==> src/rtl/conv_pkg.sv <==
// -----------------------------------------------------------------------------
// conv_pkg
// Shared definitions for the convolutional-encoder frame sequencer:
//   - state_e  : frame sequencer states
//   - tag_t    : first/last framing tag that travels with each encoder issue
//   - conv_m() : number of encoder state bits for a given constraint length
//   - SYM_W    : width of one rate-1/2 encoder symbol
// -----------------------------------------------------------------------------
package conv_pkg;

    localparam int K_DEF = 6;
    localparam int SYM_W = 2;

    typedef enum logic [2:0] {
        IDLE  = 3'd0,
        SEED  = 3'd1,
        DATA  = 3'd2,
        TAIL  = 3'd3,
        DRAIN = 3'd4,
        DONE  = 3'd5
    } state_e;

    typedef struct packed {
        logic first;
        logic last;
    } tag_t;

    function automatic int conv_m(input int k);
        return k - 1;
    endfunction

endpackage

==> src/rtl/conv_frame_tagger.sv <==
// -----------------------------------------------------------------------------
// conv_frame_tagger
// Holds the first/last tag of the symbol currently inside the encoder,
// re-registers the encoder output with its framing markers, and flags
// protocol errors when the encoder output does not line up with the issues.
//
// Ports:
//   clk, rst_n        clock, asynchronous active-low reset
//   issue_i, tag_i    encoder issue this cycle and its first/last tag
//   abort_i           drop the pending tag and suppress further symbols
//   clr_err_i         clear the sticky error (accepted frame start)
//   out_valid_i/sym_i encoder output
//   sym_valid_o, sym_data_o, sym_first_o, sym_last_o  registered symbol
//   err_o             sticky protocol error
// -----------------------------------------------------------------------------
module conv_frame_tagger
    import conv_pkg::*;
(
    input  logic             clk,
    input  logic             rst_n,
    input  logic             issue_i,
    input  tag_t             tag_i,
    input  logic             abort_i,
    input  logic             clr_err_i,
    input  logic             out_valid_i,
    input  logic [SYM_W-1:0] out_sym_i,
    output logic             sym_valid_o,
    output logic [SYM_W-1:0] sym_data_o,
    output logic             sym_first_o,
    output logic             sym_last_o,
    output logic             err_o
);

    logic             tag_vld_q, tag_vld_d;
    tag_t             tag_q, tag_d;
    logic             sym_valid_q, sym_valid_d;
    logic [SYM_W-1:0] sym_data_q, sym_data_d;
    logic             sym_first_q, sym_first_d;
    logic             sym_last_q, sym_last_d;
    logic             err_q, err_d;

    always_comb begin
        tag_vld_d   = issue_i & ~abort_i;
        tag_d       = abort_i ? '0 : tag_i;
        // A symbol is only forwarded when it has a tag to pair with.
        sym_valid_d = out_valid_i & tag_vld_q & ~abort_i;
        sym_data_d  = sym_valid_d ? out_sym_i : sym_data_q;
        sym_first_d = sym_valid_d & tag_q.first;
        sym_last_d  = sym_valid_d & tag_q.last;
        err_d       = err_q;
        if (clr_err_i) begin
            err_d = 1'b0;
        end else if (!abort_i && (tag_vld_q != out_valid_i)) begin
            // Either an issued bit produced no symbol, or a symbol arrived untagged.
            err_d = 1'b1;
        end
    end

    always_ff @(posedge clk or negedge rst_n) begin
        if (!rst_n) begin
            tag_vld_q   <= 1'b0;
            tag_q       <= '0;
            sym_valid_q <= 1'b0;
            sym_data_q  <= '0;
            sym_first_q <= 1'b0;
            sym_last_q  <= 1'b0;
            err_q       <= 1'b0;
        end else begin
            tag_vld_q   <= tag_vld_d;
            tag_q       <= tag_d;
            sym_valid_q <= sym_valid_d;
            sym_data_q  <= sym_data_d;
            sym_first_q <= sym_first_d;
            sym_last_q  <= sym_last_d;
            err_q       <= err_d;
        end
    end

    assign sym_valid_o = sym_valid_q;
    assign sym_data_o  = sym_data_q;
    assign sym_first_o = sym_first_q;
    assign sym_last_o  = sym_last_q;
    assign err_o       = err_q;

endmodule

==> src/rtl/conv_frame_ctrl.sv <==
// -----------------------------------------------------------------------------
// conv_frame_ctrl
// Frame sequencer for a rate-1/2 convolutional encoder. On an accepted start
// it loads the encoder state (seed or zero), streams frame_len payload bits
// from an upstream valid/ready source, optionally appends M zero tail bits,
// and re-registers encoder symbols with first/last markers.
//
// Ports:
//   clk, rst_n                    clock, asynchronous active-low reset
//   start, frame_len, zero_tail,
//   seed_en, seed_val             frame command (sampled on accepted start)
//   abort                         synchronous frame abort
//   busy, done, err               status (err is sticky until next start)
//   bit_valid, bit_in, bit_ready  upstream payload handshake
//   enc_seed_load, enc_seed_value,
//   enc_in_valid, enc_in_bit      encoder control/input
//   enc_out_valid, enc_out_sym    encoder output
//   sym_valid, sym_data,
//   sym_first, sym_last           framed symbol output
// -----------------------------------------------------------------------------
module conv_frame_ctrl
    import conv_pkg::*;
#(
    parameter  int K     = K_DEF,
    parameter  int LEN_W = 16,
    localparam int M     = conv_m(K)
) (
    input  logic             clk,
    input  logic             rst_n,
    input  logic             start,
    input  logic [LEN_W-1:0] frame_len,
    input  logic             zero_tail,
    input  logic             seed_en,
    input  logic [M-1:0]     seed_val,
    input  logic             abort,
    output logic             busy,
    output logic             done,
    output logic             err,
    input  logic             bit_valid,
    input  logic             bit_in,
    output logic             bit_ready,
    output logic             enc_seed_load,
    output logic [M-1:0]     enc_seed_value,
    output logic             enc_in_valid,
    output logic             enc_in_bit,
    input  logic             enc_out_valid,
    input  logic [SYM_W-1:0] enc_out_sym,
    output logic             sym_valid,
    output logic [SYM_W-1:0] sym_data,
    output logic             sym_first,
    output logic             sym_last
);

    localparam int TW = $clog2(M + 1);

    state_e           state_q, state_d;
    logic [LEN_W-1:0] len_q, len_d;
    logic [LEN_W-1:0] bit_cnt_q, bit_cnt_d;
    logic [TW-1:0]    tail_cnt_q, tail_cnt_d;
    logic             zt_q, zt_d;
    logic [M-1:0]     seed_q, seed_d;
    logic             issued_q, issued_d;
    logic             accept;
    tag_t             tag;

    assign accept = (state_q == IDLE) && start && !abort;

    always_comb begin
        state_d      = state_q;
        len_d        = len_q;
        bit_cnt_d    = bit_cnt_q;
        tail_cnt_d   = tail_cnt_q;
        zt_d         = zt_q;
        seed_d       = seed_q;
        issued_d     = issued_q;
        bit_ready    = 1'b0;
        enc_in_valid = 1'b0;
        enc_in_bit   = 1'b0;
        tag          = '0;

        case (state_q)
            IDLE: begin
                if (accept) begin
                    state_d    = SEED;
                    len_d      = frame_len;
                    zt_d       = zero_tail;
                    seed_d     = seed_en ? seed_val : '0;
                    bit_cnt_d  = '0;
                    tail_cnt_d = '0;
                    issued_d   = 1'b0;
                end
            end
            SEED: begin
                if (len_q != '0)  state_d = DATA;
                else if (zt_q)    state_d = TAIL;
                else              state_d = DONE;
            end
            DATA: begin
                // An aborting cycle never completes a handshake, so nothing
                // enters the encoder that the cleared tag pipeline would miss.
                bit_ready    = !abort;
                enc_in_valid = bit_valid && !abort;
                enc_in_bit   = bit_in;
                if (enc_in_valid) begin
                    bit_cnt_d = bit_cnt_q + LEN_W'(1);
                    if (bit_cnt_q == len_q - LEN_W'(1)) begin
                        state_d  = zt_q ? TAIL : DRAIN;
                        tag.last = !zt_q;
                    end
                end
            end
            TAIL: begin
                enc_in_valid = !abort;
                if (enc_in_valid) begin
                    tail_cnt_d = tail_cnt_q + TW'(1);
                    if (tail_cnt_q == TW'(M - 1)) begin
                        state_d  = DRAIN;
                        tag.last = 1'b1;
                    end
                end
            end
            DRAIN: begin
                if (sym_valid && sym_last) state_d = IDLE;
            end
            DONE: begin
                state_d = IDLE;
            end
            default: state_d = IDLE;
        endcase

        tag.first = enc_in_valid && !issued_q;
        if (enc_in_valid) issued_d = 1'b1;

        if (abort && (state_q != IDLE)) state_d = IDLE;
    end

    always_ff @(posedge clk or negedge rst_n) begin
        if (!rst_n) begin
            state_q    <= IDLE;
            len_q      <= '0;
            bit_cnt_q  <= '0;
            tail_cnt_q <= '0;
            zt_q       <= 1'b0;
            seed_q     <= '0;
            issued_q   <= 1'b0;
        end else begin
            state_q    <= state_d;
            len_q      <= len_d;
            bit_cnt_q  <= bit_cnt_d;
            tail_cnt_q <= tail_cnt_d;
            zt_q       <= zt_d;
            seed_q     <= seed_d;
            issued_q   <= issued_d;
        end
    end

    assign busy           = (state_q != IDLE);
    assign enc_seed_load  = (state_q == SEED);
    assign enc_seed_value = (state_q == SEED) ? seed_q : '0;
    assign done           = !abort && ((state_q == DONE) ||
                                       ((state_q == DRAIN) && sym_valid && sym_last));

    conv_frame_tagger u_tagger (
        .clk         (clk),
        .rst_n       (rst_n),
        .issue_i     (enc_in_valid),
        .tag_i       (tag),
        .abort_i     (abort && (state_q != IDLE)),
        .clr_err_i   (accept),
        .out_valid_i (enc_out_valid),
        .out_sym_i   (enc_out_sym),
        .sym_valid_o (sym_valid),
        .sym_data_o  (sym_data),
        .sym_first_o (sym_first),
        .sym_last_o  (sym_last),
        .err_o       (err)
    );

endmodule

==> config.mk <==
export PLATFORM = sky130hd
export DESIGN_NAME = conv_frame_ctrl
export DESIGN_NICKNAME = d
export VERILOG_FILES = /design/src/rtl/conv_pkg.sv /design/src/rtl/conv_frame_tagger.sv /design/src/rtl/conv_frame_ctrl.sv
export SDC_FILE = /design/constraint.sdc
export NUM_CORES = 1
export LEC_CHECK = 0
export BUFFER_PORTS_ARGS = -buffer_cell sky130_fd_sc_hd__buf_2
export CORE_UTILIZATION = 60
export CTS_CLUSTER_DIAMETER = 50
export DETAILED_ROUTE_END_ITERATION = 12
export PLACE_DENSITY_LB_ADDON = 0.08
export SYNTH_ARGS = -nofsm -noshare
export SYNTH_HDL_FRONTEND = slang
export SYNTH_SLANG_ARGS = --single-unit
==> constraint.sdc <==
create_clock -name clk -period 6.27 [get_ports clk]
set_input_delay 0.9405 -clock clk [delete_from_list [all_inputs] [get_ports clk]]
set_output_delay 0.9405 -clock clk [all_outputs]
set_load 0.05 [all_outputs]
==> impl_metrics.tcl <==
set metrics [dict create \
    yosysUniqueCellTypes 48 \
    p_switching_uw 607.4 \
    finalHoldViolations 0 \
    clkTransAtPathRegs_ns 0.09 \
    synth-main-ff-cell "dfrtp_1" \
    drt_iter0_drc 137 \
    drtAntennaViolNets 0 \
    r2r-end "state_q[0]$_DFFE_PN0P_" \
    grt.overflow.total 0 \
    reg2reg_from "len_q[0]$_DFFE_PN0P_" \
    start_util 0.6348 \
    totalWireLength_um 6366 \
    fmax_mhz 321.9 \
    regToRegSetupSlack_ns 3.31 \
    cts_repair_resize_count 0 \
    port_buffers 48 \
    startpoint "abort" \
    finalSetupTns_ns 0 \
    worst_pin_slew_ns 0.8059 \
    drv_slew 0 \
    finalClockSkew_ns 0.004544 \
    cts_setup_buffers 0 \
    rr_worst_depth 8 \
    fin_nets 424 \
    viasPerCell 5.523 \
    io-pin-count 49 \
    hold_buffers 0 \
    clkLatencyLatePin_ns 0.30 \
    dp_hpwl_um 4662 \
    worstSetupPathType "in2out" \
    antenna_found_initial 0 \
    status "complete, no violations" \
    drive_above_1_share 0.1598 \
    cts_max_level 2 \
    postSynthAreaPerCell_um2 8.680 \
    worstPathMaxFanout 7 \
    cp-start-kind "input pin" \
    seqPwrFrac 0.425 \
    synth_edf_count 0 \
    p_comb_frac 0.413 \
    max-slew-margin-rel 0.4611 \
    clockBufferDepth 2 \
    rsz0062_at_grt "false" \
    power_mw 1.389 \
    numCtsBuffers 5 \
    grt_start_max_net_pins 55 \
    grt_pass1_wl_um 10900 \
    grt_pass1_vias 2327 \
    setup_viol 0 \
    powerDensity_nw_per_um2 407.0 \
    n_antenna_cell 0 \
    ys_seq_area_frac 0.4448 \
    synthesis.nets 387 \
    swShare 0.4374 \
    synth_area_um2 3038 \
    power.internal_uw 781.2 \
    arrival_ns 2.17 \
    power_frac_clock 0.163 \
    die_w_um 73.16 \
    wl_per_cell_um 13.99 \
    core_um2 4786 \
    ys_warn_count 0 \
    vias 2513 \
    power_leakage_nw 1.668 \
    areaGrowthSynthToFinish_pct 12.31 \
    dieArea_um2 5352 \
    tritoncts "yes" \
    vdd_ir_drop_max_uv 231.0 \
    async_reset_ff_frac 1.000 \
    gp_congestion 0.8910 \
    endpoint "bit_ready" \
    end_kind "primary output" \
    cts.sinks 54 \
    synth_cells 350 \
    cts_root_buffer "clkbuf_8" \
    firstDrtPassIters 4 \
    hp-class "reg2reg" \
    rows 25 \
    fin_crit_sh 0.4954 \
    synth_seq_cells 54 \
    cp.required_ns 5.33 \
    fin_crit_ns 3.106 \
    cap_violations 0 \
    route.detailed.drc 0 \
    grt_use_total 0.2645 \
    die_y_um 73.16 \
]
[area by class of cell]
| type | count | area (µm²) |
|---|---|---|
| clock buffer | 7 | 76.32 |
| clock inverter | 1 | 30.03 |
| fill | 385 | 1374 |
| inverter | 15 | 56.30 |
| multi-input combinational | 261 | 1559 |
| sequential | 54 | 1351 |
| tap | 67 | 83.83 |
| timing repair buffer | 50 | 255.2 |
[per-stage QoR]
step	hold WS, ns	setup slack, ns	util	instance area (µm²)	instances
2_1_floorplan	0.4031	2.856	-	3038	350
3_5_place_dp	0.4425	3.181	0.6907	3306	447
4_1_cts	0.4623	3.162	0.7129	3412	455
3_3_place_gp	0.4326	3.249	0.6907	3306	447
6_report	0.4530	3.164	0.7129	3412	455
5_1_grt	0.4781	2.962	0.7129	3412	455
[power groups by stage]
stage	clock [mW]	sequential (mW)	combinational, mW
3_5_place_dp	0	0.592	0.573
2_1_floorplan	0	0.560	0.465
4_1_cts	0.231	0.586	0.575
3_3_place_gp	0	0.587	0.557
6_report	0.226	0.590	0.573
5_1_grt	0.244	0.609	0.643
[cell families (layout without fill, tap and decap cells)]
group,count (synthesis),count (layout),synth area share
simple gates,174,174,0.2801
flops,54,54,0.4448
compound gates,45,45,0.1017
buf+inv,35,73,0.04365
xor+xnor,33,33,0.09514
fa+ha+maj,5,5,0.02059
mux,4,4,0.01400
[synth_stat cells, types with 2 or more instances]
cell | number | share of area
and3_1 | 6 | 0.012
o22ai_1 | 2 | 0.0041
nand3_1 | 16 | 0.026
mux2_2 | 2 | 0.0074
o21ai_0 | 15 | 0.025
nor2_1 | 30 | 0.037
mux2i_1 | 2 | 0.0066
a21oi_1 | 7 | 0.012
xnor2_1 | 17 | 0.049
a21o_1 | 2 | 0.0049
nand3b_1 | 2 | 0.0049
nor3_1 | 9 | 0.015
or4_1 | 4 | 0.0099
nor4b_1 | 2 | 0.0058
nor3b_1 | 4 | 0.0099
nor4_1 | 5 | 0.010
nand4_1 | 9 | 0.019
nor2b_1 | 2 | 0.0041
or3_1 | 9 | 0.019
a22oi_1 | 2 | 0.0049
xor2_1 | 16 | 0.046
a211o_1 | 2 | 0.0058
and2_1 | 7 | 0.014
nand2b_1 | 3 | 0.0062
ha_1 | 5 | 0.021
nand2_1 | 63 | 0.078
clkbuf_1 | 19 | 0.023
dfrtp_1 | 54 | 0.44
inv_1 | 15 | 0.019
[metal layers]
layer,up-vias,track usage,routed length [µm]
met3,4,0.05801,294
met5,-,0,0
met4,0,0.05882,41
met1,1170,0.3846,3099
met2,69,0.4043,2931
li1,1270,-,-
[worst max-delay path, stage by stage]
cell	delay [ns]
buf_2	0.14
nor3b_1	0.43
and2_1	0.34
buf_2	0.31
[placed cells by master (no fill, tap or decap), drive strengths merged, types with 2 or more instances in the layout]
| master | synthesis | routed |
|---|---|---|
| nor3 | 9 | 9 |
| nor2 | 30 | 30 |
| ha | 5 | 5 |
| nand3 | 16 | 16 |
| and2 | 7 | 7 |
| and3 | 6 | 6 |
| nor3b | 4 | 4 |
| or3 | 9 | 9 |
| nand2b | 3 | 3 |
| dfrtp | 54 | 54 |
| mux2 | 2 | 2 |
| nand3b | 2 | 2 |
| nor4b | 2 | 2 |
| nand2 | 63 | 63 |
| a211oi | 2 | 2 |
| a21oi | 7 | 7 |
| or4 | 4 | 4 |
| o21ai | 15 | 15 |
| nor2b | 2 | 2 |
| clkbuf | 20 | 7 |
| inv | 15 | 15 |
| mux2i | 2 | 2 |
| nand4 | 9 | 9 |
| xnor2 | 17 | 17 |
| a21o | 2 | 2 |
| o22ai | 2 | 2 |
| nor4 | 5 | 5 |
| xor2 | 16 | 16 |
| a211o | 2 | 2 |
| buf | 0 | 50 |
| a22oi | 2 | 2 |
[registers in the layout, summed over array words and instances, names as in the netlist]
name / flops
u_tagger.tag_vld_q: 1
issued_q: 1
state_q: 3
u_tagger.sym_last_o: 1
bit_cnt_q: 16
zt_q: 1
tail_cnt_q: 3
u_tagger.sym_first_o: 1
u_tagger.tag_q: 2
u_tagger.sym_data_o: 2
seed_q: 5
u_tagger.err_o: 1
u_tagger.sym_valid_o: 1
len_q: 16
[worst min path at each step]
| stage | slack, ns | cells after the start | from | end |
|---|---|---|---|---|
| 2_1_floorplan | 0.40 | 1 | issued_q$_DFFE_PN0P_ | u_tagger.tag_q[1]$_DFF_PN0_ |
| 3_3_place_gp | 0.43 | 1 | issued_q$_DFFE_PN0P_ | u_tagger.tag_q[1]$_DFF_PN0_ |
| 3_5_place_dp | 0.44 | 1 | issued_q$_DFFE_PN0P_ | u_tagger.tag_q[1]$_DFF_PN0_ |
| 4_1_cts | 0.46 | 1 | issued_q$_DFFE_PN0P_ | u_tagger.tag_q[1]$_DFF_PN0_ |
| 5_1_grt | 0.48 | 1 | issued_q$_DFFE_PN0P_ | u_tagger.tag_q[1]$_DFF_PN0_ |
| 6_report | 0.45 | 1 | issued_q$_DFFE_PN0P_ | u_tagger.tag_q[1]$_DFF_PN0_ |
(Power assumes the default switching activity.)
